$ cat config.mk
export PLATFORM = sky130hd
export DESIGN_NAME = mlp_input_loader
export DESIGN_NICKNAME = d
export VERILOG_FILES = /design/src/rtl/mlp_pkg.sv /design/src/rtl/mlp_input_bank.sv /design/src/rtl/mlp_input_loader.sv
export SDC_FILE = /design/constraint.sdc
export NUM_CORES = 1
export LEC_CHECK = 0
export CAP_MARGIN = 20
export CORE_MARGIN = 5
export CORE_UTILIZATION = 55
export DETAILED_ROUTE_END_ITERATION = 6
export GPL_TIMING_DRIVEN = 0
export PLACE_DENSITY_LB_ADDON = 0.12
export SYNTH_ARGS = -nofsm -noshare
export SYNTH_HDL_FRONTEND = slang
export SYNTH_HIERARCHICAL = 1
export SYNTH_SLANG_ARGS = --single-unit
$ cat constraint.sdc
create_clock -name clk -period 2.1 [get_ports clk]
set_input_delay 0.42 -clock clk [delete_from_list [all_inputs] [get_ports clk]]
set_output_delay 0.42 -clock clk [all_outputs]
set_load 0.01 [all_outputs]
$ cat src/rtl/mlp_pkg.sv
// -----------------------------------------------------------------------------
// mlp_pkg
// Shared definitions for the MLP datapath and its input loader.
//   MLP_N          default number of MLP inputs (samples per vector)
//   MLP_WIDTH      default sample / data width in bits
//   loader_state_t launch FSM states of mlp_input_loader
//   idx_width()    bit width needed to index N entries (at least 1)
// -----------------------------------------------------------------------------
package mlp_pkg;

    localparam int MLP_N     = 5;
    localparam int MLP_WIDTH = 8;

    typedef enum logic [1:0] {
        IDLE  = 2'd0,
        START = 2'd1,
        BUSY  = 2'd2
    } loader_state_t;

    function automatic int idx_width(input int n);
        return (n > 1) ? $clog2(n) : 1;
    endfunction

endpackage

$ cat src/rtl/mlp_input_bank.sv
// -----------------------------------------------------------------------------
// mlp_input_bank
// One N-entry sample bank with a single indexed write port and a parallel
// read port exposing all N entries at once.
//   clk    clock
//   rst_n  asynchronous active-low clear (all entries to zero)
//   we     write enable
//   widx   entry written when we is high
//   wdata  sample to write
//   rdata  all entries, entry 0 in the least significant slot
// -----------------------------------------------------------------------------
module mlp_input_bank
    import mlp_pkg::*;
#(
    parameter int N     = MLP_N,
    parameter int WIDTH = MLP_WIDTH,
    localparam int IDX_W = idx_width(N)
) (
    input  logic                    clk,
    input  logic                    rst_n,
    input  logic                    we,
    input  logic [IDX_W-1:0]        widx,
    input  logic signed [WIDTH-1:0] wdata,
    output logic [N-1:0][WIDTH-1:0] rdata
);

    logic [N-1:0][WIDTH-1:0] mem_r;

    // Sample storage: one entry written per accepted sample.
    always_ff @(posedge clk or negedge rst_n) begin
        if (!rst_n) begin
            mem_r <= '0;
        end else if (we) begin
            mem_r[widx] <= wdata;
        end else begin
            mem_r <= mem_r;
        end
    end

    assign rdata = mem_r;

endmodule

$ cat src/rtl/mlp_input_loader.sv
// -----------------------------------------------------------------------------
// mlp_input_loader
// Packs a serial valid/ready stream of signed samples into N-sample vectors
// held in two ping-pong banks, and launches the MLP on each completed vector.
//   clk       clock
//   rst_n     asynchronous active-low reset
//   in_valid  upstream sample valid
//   in_data   upstream sample
//   in_ready  a sample can be accepted this cycle
//   soc       one-cycle start-of-computation pulse to the MLP
//   vec       vector under computation (two's complement entries, entry 0 =
//             first sample of the vector)
//   eoc       end-of-computation from the MLP (only honoured in BUSY)
//   busy      a computation is outstanding
// -----------------------------------------------------------------------------
module mlp_input_loader
    import mlp_pkg::*;
#(
    parameter int N     = MLP_N,
    parameter int WIDTH = MLP_WIDTH
) (
    input  logic                    clk,
    input  logic                    rst_n,
    input  logic                    in_valid,
    input  logic signed [WIDTH-1:0] in_data,
    output logic                    in_ready,
    output logic                    soc,
    output logic [N-1:0][WIDTH-1:0] vec,
    input  logic                    eoc,
    output logic                    busy
);

    localparam int IDX_W = idx_width(N);

    loader_state_t           state_r;
    logic                    soc_r;
    logic                    busy_r;
    logic [1:0]              full_r;
    logic                    fill_bank_r;
    logic                    exec_bank_r;
    logic [IDX_W-1:0]        fill_idx_r;

    logic                    in_ready_s;
    logic                    accept_s;
    logic                    last_s;
    logic                    release_s;
    logic [1:0]              we_s;
    logic [1:0]              full_next_s;
    logic [N-1:0][WIDTH-1:0] rdata0_s;
    logic [N-1:0][WIDTH-1:0] rdata1_s;
    logic [N-1:0][WIDTH-1:0] vec_s;

    // Handshake, bank write enables and bank read selection.
    always_comb begin
        in_ready_s = ~full_r[fill_bank_r];
        accept_s   = in_valid & in_ready_s;
        last_s     = (fill_idx_r == IDX_W'(N - 1));
        release_s  = (state_r == BUSY) & eoc;
        we_s       = 2'b00;
        we_s[fill_bank_r] = accept_s;
        if (exec_bank_r) begin
            vec_s = rdata1_s;
        end else begin
            vec_s = rdata0_s;
        end
    end

    // Next full flags: release and completion may hit the two banks in the
    // same cycle; they never target the same bank because a full bank is
    // never the one being filled.
    always_comb begin
        full_next_s = full_r;
        if (release_s) begin
            full_next_s[exec_bank_r] = 1'b0;
        end else begin
            full_next_s = full_next_s;
        end
        if (accept_s && last_s) begin
            full_next_s[fill_bank_r] = 1'b1;
        end else begin
            full_next_s = full_next_s;
        end
    end

    // Fill side: sample index within the vector and the bank being filled.
    always_ff @(posedge clk or negedge rst_n) begin
        if (!rst_n) begin
            fill_idx_r  <= '0;
            fill_bank_r <= 1'b0;
        end else if (accept_s) begin
            if (last_s) begin
                fill_idx_r  <= '0;
                fill_bank_r <= ~fill_bank_r;
            end else begin
                fill_idx_r  <= fill_idx_r + IDX_W'(1);
            end
        end else begin
            fill_idx_r  <= fill_idx_r;
        end
    end

    // Per-bank full flags.
    always_ff @(posedge clk or negedge rst_n) begin
        if (!rst_n) begin
            full_r <= 2'b00;
        end else begin
            full_r <= full_next_s;
        end
    end

    // Launch FSM with registered soc/busy and the bank under computation.
    always_ff @(posedge clk or negedge rst_n) begin
        if (!rst_n) begin
            state_r     <= IDLE;
            soc_r       <= 1'b0;
            busy_r      <= 1'b0;
            exec_bank_r <= 1'b0;
        end else begin
            case (state_r)
                IDLE: begin
                    if (full_r[exec_bank_r]) begin
                        state_r <= START;
                        soc_r   <= 1'b1;
                        busy_r  <= 1'b1;
                    end else begin
                        soc_r   <= 1'b0;
                        busy_r  <= 1'b0;
                    end
                end
                START: begin
                    state_r <= BUSY;
                    soc_r   <= 1'b0;
                    busy_r  <= 1'b1;
                end
                BUSY: begin
                    soc_r <= 1'b0;
                    if (eoc) begin
                        state_r     <= IDLE;
                        busy_r      <= 1'b0;
                        exec_bank_r <= ~exec_bank_r;
                    end else begin
                        busy_r      <= 1'b1;
                    end
                end
                default: begin
                    state_r <= IDLE;
                    soc_r   <= 1'b0;
                    busy_r  <= 1'b0;
                end
            endcase
        end
    end

    mlp_input_bank #(.N(N), .WIDTH(WIDTH)) u_bank0 (
        .clk   (clk),
        .rst_n (rst_n),
        .we    (we_s[0]),
        .widx  (fill_idx_r),
        .wdata (in_data),
        .rdata (rdata0_s)
    );

    mlp_input_bank #(.N(N), .WIDTH(WIDTH)) u_bank1 (
        .clk   (clk),
        .rst_n (rst_n),
        .we    (we_s[1]),
        .widx  (fill_idx_r),
        .wdata (in_data),
        .rdata (rdata1_s)
    );

    assign in_ready = in_ready_s;
    assign soc      = soc_r;
    assign busy     = busy_r;
    assign vec      = vec_s;

endmodule

==> impl_metrics.py <==
metrics = {
    "status": {
        "run_status": "finished clean",
    },
    "critical_path": {
        "critical_path.reg2reg.endpoint": "u_bank0/rdata[39]$_DFFE_PN0P_",
        "rr_worst_depth": 4,
        "timing.critical_path.fanout_max": 10,
        "critPathArrivalTime_ns": 1.64,
        "timing.reg2reg.setup_slack_ns": 0.25,
        "setup.worst_path.start_class": "flop",
        "worstSetupPathType": "flop to output pin",
        "critPathRequiredTime_ns": 1.68,
        "rr_startpoint": "fill_bank_r$_DFFE_PN0N_",
        "cp_capture_type": "output pin",
    },
    "floorplanning": {
        "die_x_um": 96.05,
        "count_of_boundary_i_o_pins": 55,
        "initial_core_utilization_pct": 56.45,
        "design.core.area_mm2": 0.007214,
        "fp.dieArea_mm2": 0.009226,
        "die_h_um": 96.05,
        "placement_rows": 31,
    },
    "synth": {
        "synth-seq-cells": 91,
        "synth_cells": 265,
        "yosysSeqAreaShare_pct": 55.91,
        "yosys_warnings": 6,
        "cell_area_after_technology_mapping_mm2": 0.004073,
        "average_footprint_of_a_synthesized_cell_um2": 15.37,
        "synth.lib_cells_used.distinct": 28,
        "syn-num-nets": 279,
    },
    "global_route": {
        "groute.layer.met3.usage_pct": 4.300,
        "grt_busiest_layer": "met2",
        "grt_pass1_wl_um": 12850,
        "grt.met1_usage_pct": 26.58,
        "grt_start_max_net_pins": 48,
        "met2_usage_pct": 28.64,
        "vias_in_the_first_global_route": 2490,
        "global_route.overflow_total": 0,
        "grt_util_all_layers_pct": 18.81,
        "number_of_antenna_violations_at_the_first_check_in_global_routing": 0,
    },
    "routing": {
        "post-route-drc-count": 0,
        "routed_wirelength_um": 7917,
        "via_count_normalized_by_instance_count": 5.370,
        "route.detailed.wl_per_inst_um": 17.99,
        "drt-initial-drc-count": 75,
        "firstDrtPassIters": 4,
        "antenna_left": 0,
        "num_vias": 2363,
    },
    "clock_network": {
        "cts_buffers": 9,
        "clk-insertion-delay-late_ns": 0.35,
        "ctsHtreeMaxLevel": 3,
        "clock_path_buffers": 2,
        "clock-root-buffer": "sky130_fd_sc_hd__clkbuf_8",
        "ctsHoldBuffers": 0,
        "worst_setup_hold_path_clk_slew_ns": 0.09,
        "cts_sinks": 91,
        "cts_tree": "done",
    },
    "run": {
        "cap_violations": 0,
    },
    "sta": {
        "finalClockSkew_ns": 0.01431,
        "tightestPinTransition_ns": 0.5949,
        "setup_slack_ns": 0.03930,
        "final-hold-violation-count": 0,
        "timing.final.crit_period_ns": 2.061,
        "timing.setup.tns_ns": 0,
        "rsz0062_at_grt": "yes",
        "max_transition_margin_pct": 60.17,
        "finalSetupViolCount": 0,
        "final.period_utilization_pct": 98.13,
        "number_of_slew_limit_violations_in_the_final_report": 0,
        "fmax_mhz": 485.3,
    },
    "layout": {
        "finalNetCount": 350,
        "fillCellCount": 522,
        "layout-area-overhead-vs-synth_pct": 23.69,
        "layout-drive-gt1-share_pct": 52.20,
        "n_antenna_cell": 0,
    },
    "power": {
        "ir_drop_uv": 1022,
        "leakagePower_uw": 0.002289,
        "power_per_cell_area_mw_per_mm2": 1542,
        "final_total_pwr_uw": 7767,
    },
    "place": {
        "detailedPlace.worstSlack_ns": -0.6158,
        "finalWeightedCongestion": 0.7350,
        "io_buffers": 54,
        "place.detailed.hpwl_um": 5261,
    },
    "min_path": {
        "hold_path_class": "input port to async pin",
    },
}
## stage by stage
| stage | cell area (µm²) | util [%] | std cells | hold slack (ns) |
|---|---|---|---|---|
| floorplan | 4073 | - | 265 | 0.1244 |
| global placement | 4737 | 65.66 | 418 | 0.4814 |
| finish | 5037 | 69.82 | 440 | 0.07340 |
| detailed placement | 4762 | 66.01 | 419 | 0.4635 |
| global route | 5037 | 69.82 | 440 | 0.09808 |
| CTS | 5006 | 69.39 | 439 | 0.06965 |
## cells by family after synthesis
| logic type | Yosys count | synth area share, % |
|---|---|---|
| XOR/XNOR | 1 | 0.2151 |
| multiplexers | 125 | 34.59 |
| flip-flops | 91 | 55.91 |
| AND/OR/NAND/NOR | 24 | 5.653 |
| AO/OA/AOI/OAI | 9 | 1.475 |
| buffers and inverters | 13 | 1.536 |
| adder cells (fa/ha/maj) | 2 | 0.6143 |
## worst max-delay path, cell delays in order, from the launching register on
cell and delay [ns]:
sky130_fd_sc_hd__dfrtp_1 0.35, sky130_fd_sc_hd__buf_6 0.16, sky130_fd_sc_hd__buf_6 0.18, sky130_fd_sc_hd__mux2_2 0.37, sky130_fd_sc_hd__clkdlybuf4s15_2 0.23
## power by group
part           switching (µW)  leakage [µW]  internal (µW)  total (µW)
clock network             592      0.000111            705        1300
logic                    1340       0.00104           2080        3420
registers                 516       0.00114           2540        3050
total                    2450       0.00229           5320        7770
## layout make-up
cell class | count | area (µm²) | share of cell area (%)
buffer | 10 | 96.34 | 1.913
multi-input combinational | 161 | 1738 | 34.50
sequential | 91 | 2278 | 45.23
inverter | 2 | 7.507 | 0.1490
timing repair buffer | 61 | 574.3 | 11.40
clock buffer | 12 | 145.1 | 2.881
tap | 99 | 123.9 | 2.459
clock inverter | 4 | 73.82 | 1.465
## cell usage after synthesis
cell type	instances	area, µm²
sky130_fd_sc_hd__nor4b_4	2	47.55
sky130_fd_sc_hd__nand2b_1	1	6.260
sky130_fd_sc_hd__mux2_1	2	22.52
sky130_fd_sc_hd__and4bb_2	6	75.07
sky130_fd_sc_hd__nand3_1	1	5.000
sky130_fd_sc_hd__nor2_1	4	15.01
sky130_fd_sc_hd__nand4b_2	2	30.03
sky130_fd_sc_hd__o21ai_0	2	10.01
sky130_fd_sc_hd__a21oi_1	2	10.01
sky130_fd_sc_hd__mux2i_1	1	10.01
sky130_fd_sc_hd__mux2i_2	1	13.76
sky130_fd_sc_hd__nand3b_1	1	7.510
sky130_fd_sc_hd__nor2b_1	1	6.260
sky130_fd_sc_hd__o31ai_1	2	15.01
sky130_fd_sc_hd__nor3b_1	1	7.510
sky130_fd_sc_hd__mux2_2	121	1363
sky130_fd_sc_hd__nor3_1	2	10.01
sky130_fd_sc_hd__o2bb2ai_1	1	8.760
sky130_fd_sc_hd__inv_1	2	7.510
sky130_fd_sc_hd__dfrtp_1	91	2277
sky130_fd_sc_hd__nand2_2	1	6.260
sky130_fd_sc_hd__xnor2_1	1	8.760
sky130_fd_sc_hd__and3b_2	1	10.01
sky130_fd_sc_hd__nand2_1	1	3.750
sky130_fd_sc_hd__ha_1	2	25.02
sky130_fd_sc_hd__o211ai_1	1	7.510
sky130_fd_sc_hd__a41oi_1	1	8.760
sky130_fd_sc_hd__buf_2	11	55.05
## sequential cells by signal, indices dropped and copies added, names as in the netlist, 2 cells and up
register and count:
u_bank0/rdata 40, fill_idx_r 3, u_bank1/rdata 40, state_r 2
full_r 2
## worst max path at each step
| stage | startpoint | endpoint | slack [ns] | cells after the start |
|---|---|---|---|---|
| 4_1_cts | exec_bank_r$_DFFE_PN0N_ | vec[4] | -0.08 | 5 |
| 6_report | exec_bank_r$_DFFE_PN0N_ | vec[6] | 0.04 | 4 |
| 3_3_place_gp | rst_n | u_bank0/rdata[8]$_DFFE_PN0P_ | -2.70 | 1 |
| 2_1_floorplan | fill_bank_r$_DFFE_PN0N_ | u_bank0/rdata[0]$_DFFE_PN0P_ | 0.31 | 3 |
| 5_1_grt | exec_bank_r$_DFFE_PN0N_ | vec[7] | -0.02 | 4 |
| 3_5_place_dp | in_valid | u_bank0/rdata[0]$_DFFE_PN0P_ | -0.62 | 4 |
## layout by cell type, fill, tap and decap left out, types with 2 or more instances in the layout
cell type,instances
sky130_fd_sc_hd__dfrtp_1,90
sky130_fd_sc_hd__clkbuf_1,2
sky130_fd_sc_hd__clkdlybuf4s50_1,12
sky130_fd_sc_hd__o31ai_1,2
sky130_fd_sc_hd__o21ai_0,2
sky130_fd_sc_hd__dlygate4sd2_1,12
sky130_fd_sc_hd__clkdlybuf4s15_2,2
sky130_fd_sc_hd__ha_1,2
sky130_fd_sc_hd__buf_12,3
sky130_fd_sc_hd__a21oi_1,2
sky130_fd_sc_hd__buf_6,2
sky130_fd_sc_hd__buf_2,13
sky130_fd_sc_hd__nor2_1,4
sky130_fd_sc_hd__nand4b_2,2
sky130_fd_sc_hd__mux2_2,121
sky130_fd_sc_hd__nor4b_4,2
sky130_fd_sc_hd__mux2_1,2
sky130_fd_sc_hd__clkbuf_8,10
sky130_fd_sc_hd__buf_4,5
sky130_fd_sc_hd__nor3_1,2
sky130_fd_sc_hd__clkdlybuf4s15_1,19
sky130_fd_sc_hd__and4bb_2,6
sky130_fd_sc_hd__bufinv_16,2
sky130_fd_sc_hd__inv_1,2
## per-layer routing
layer / up-vias / share of wire, %
li1: 1116 / -
met1: 1202 / 49
met2: 38 / 47
met3: 7 / 2.9
met4: 0 / 1.2
met5: - / 0
## what timing repair did
action / CTS / global route
setup endpoints to repair: 73 / 26
hold endpoints to repair: 0 / 0
resized for setup: 84 / 22
gates cloned: 0 / 0
setup buffers: 4 / 2
pin swaps: 0 / 0
Power figures use the tool's default switching activity.
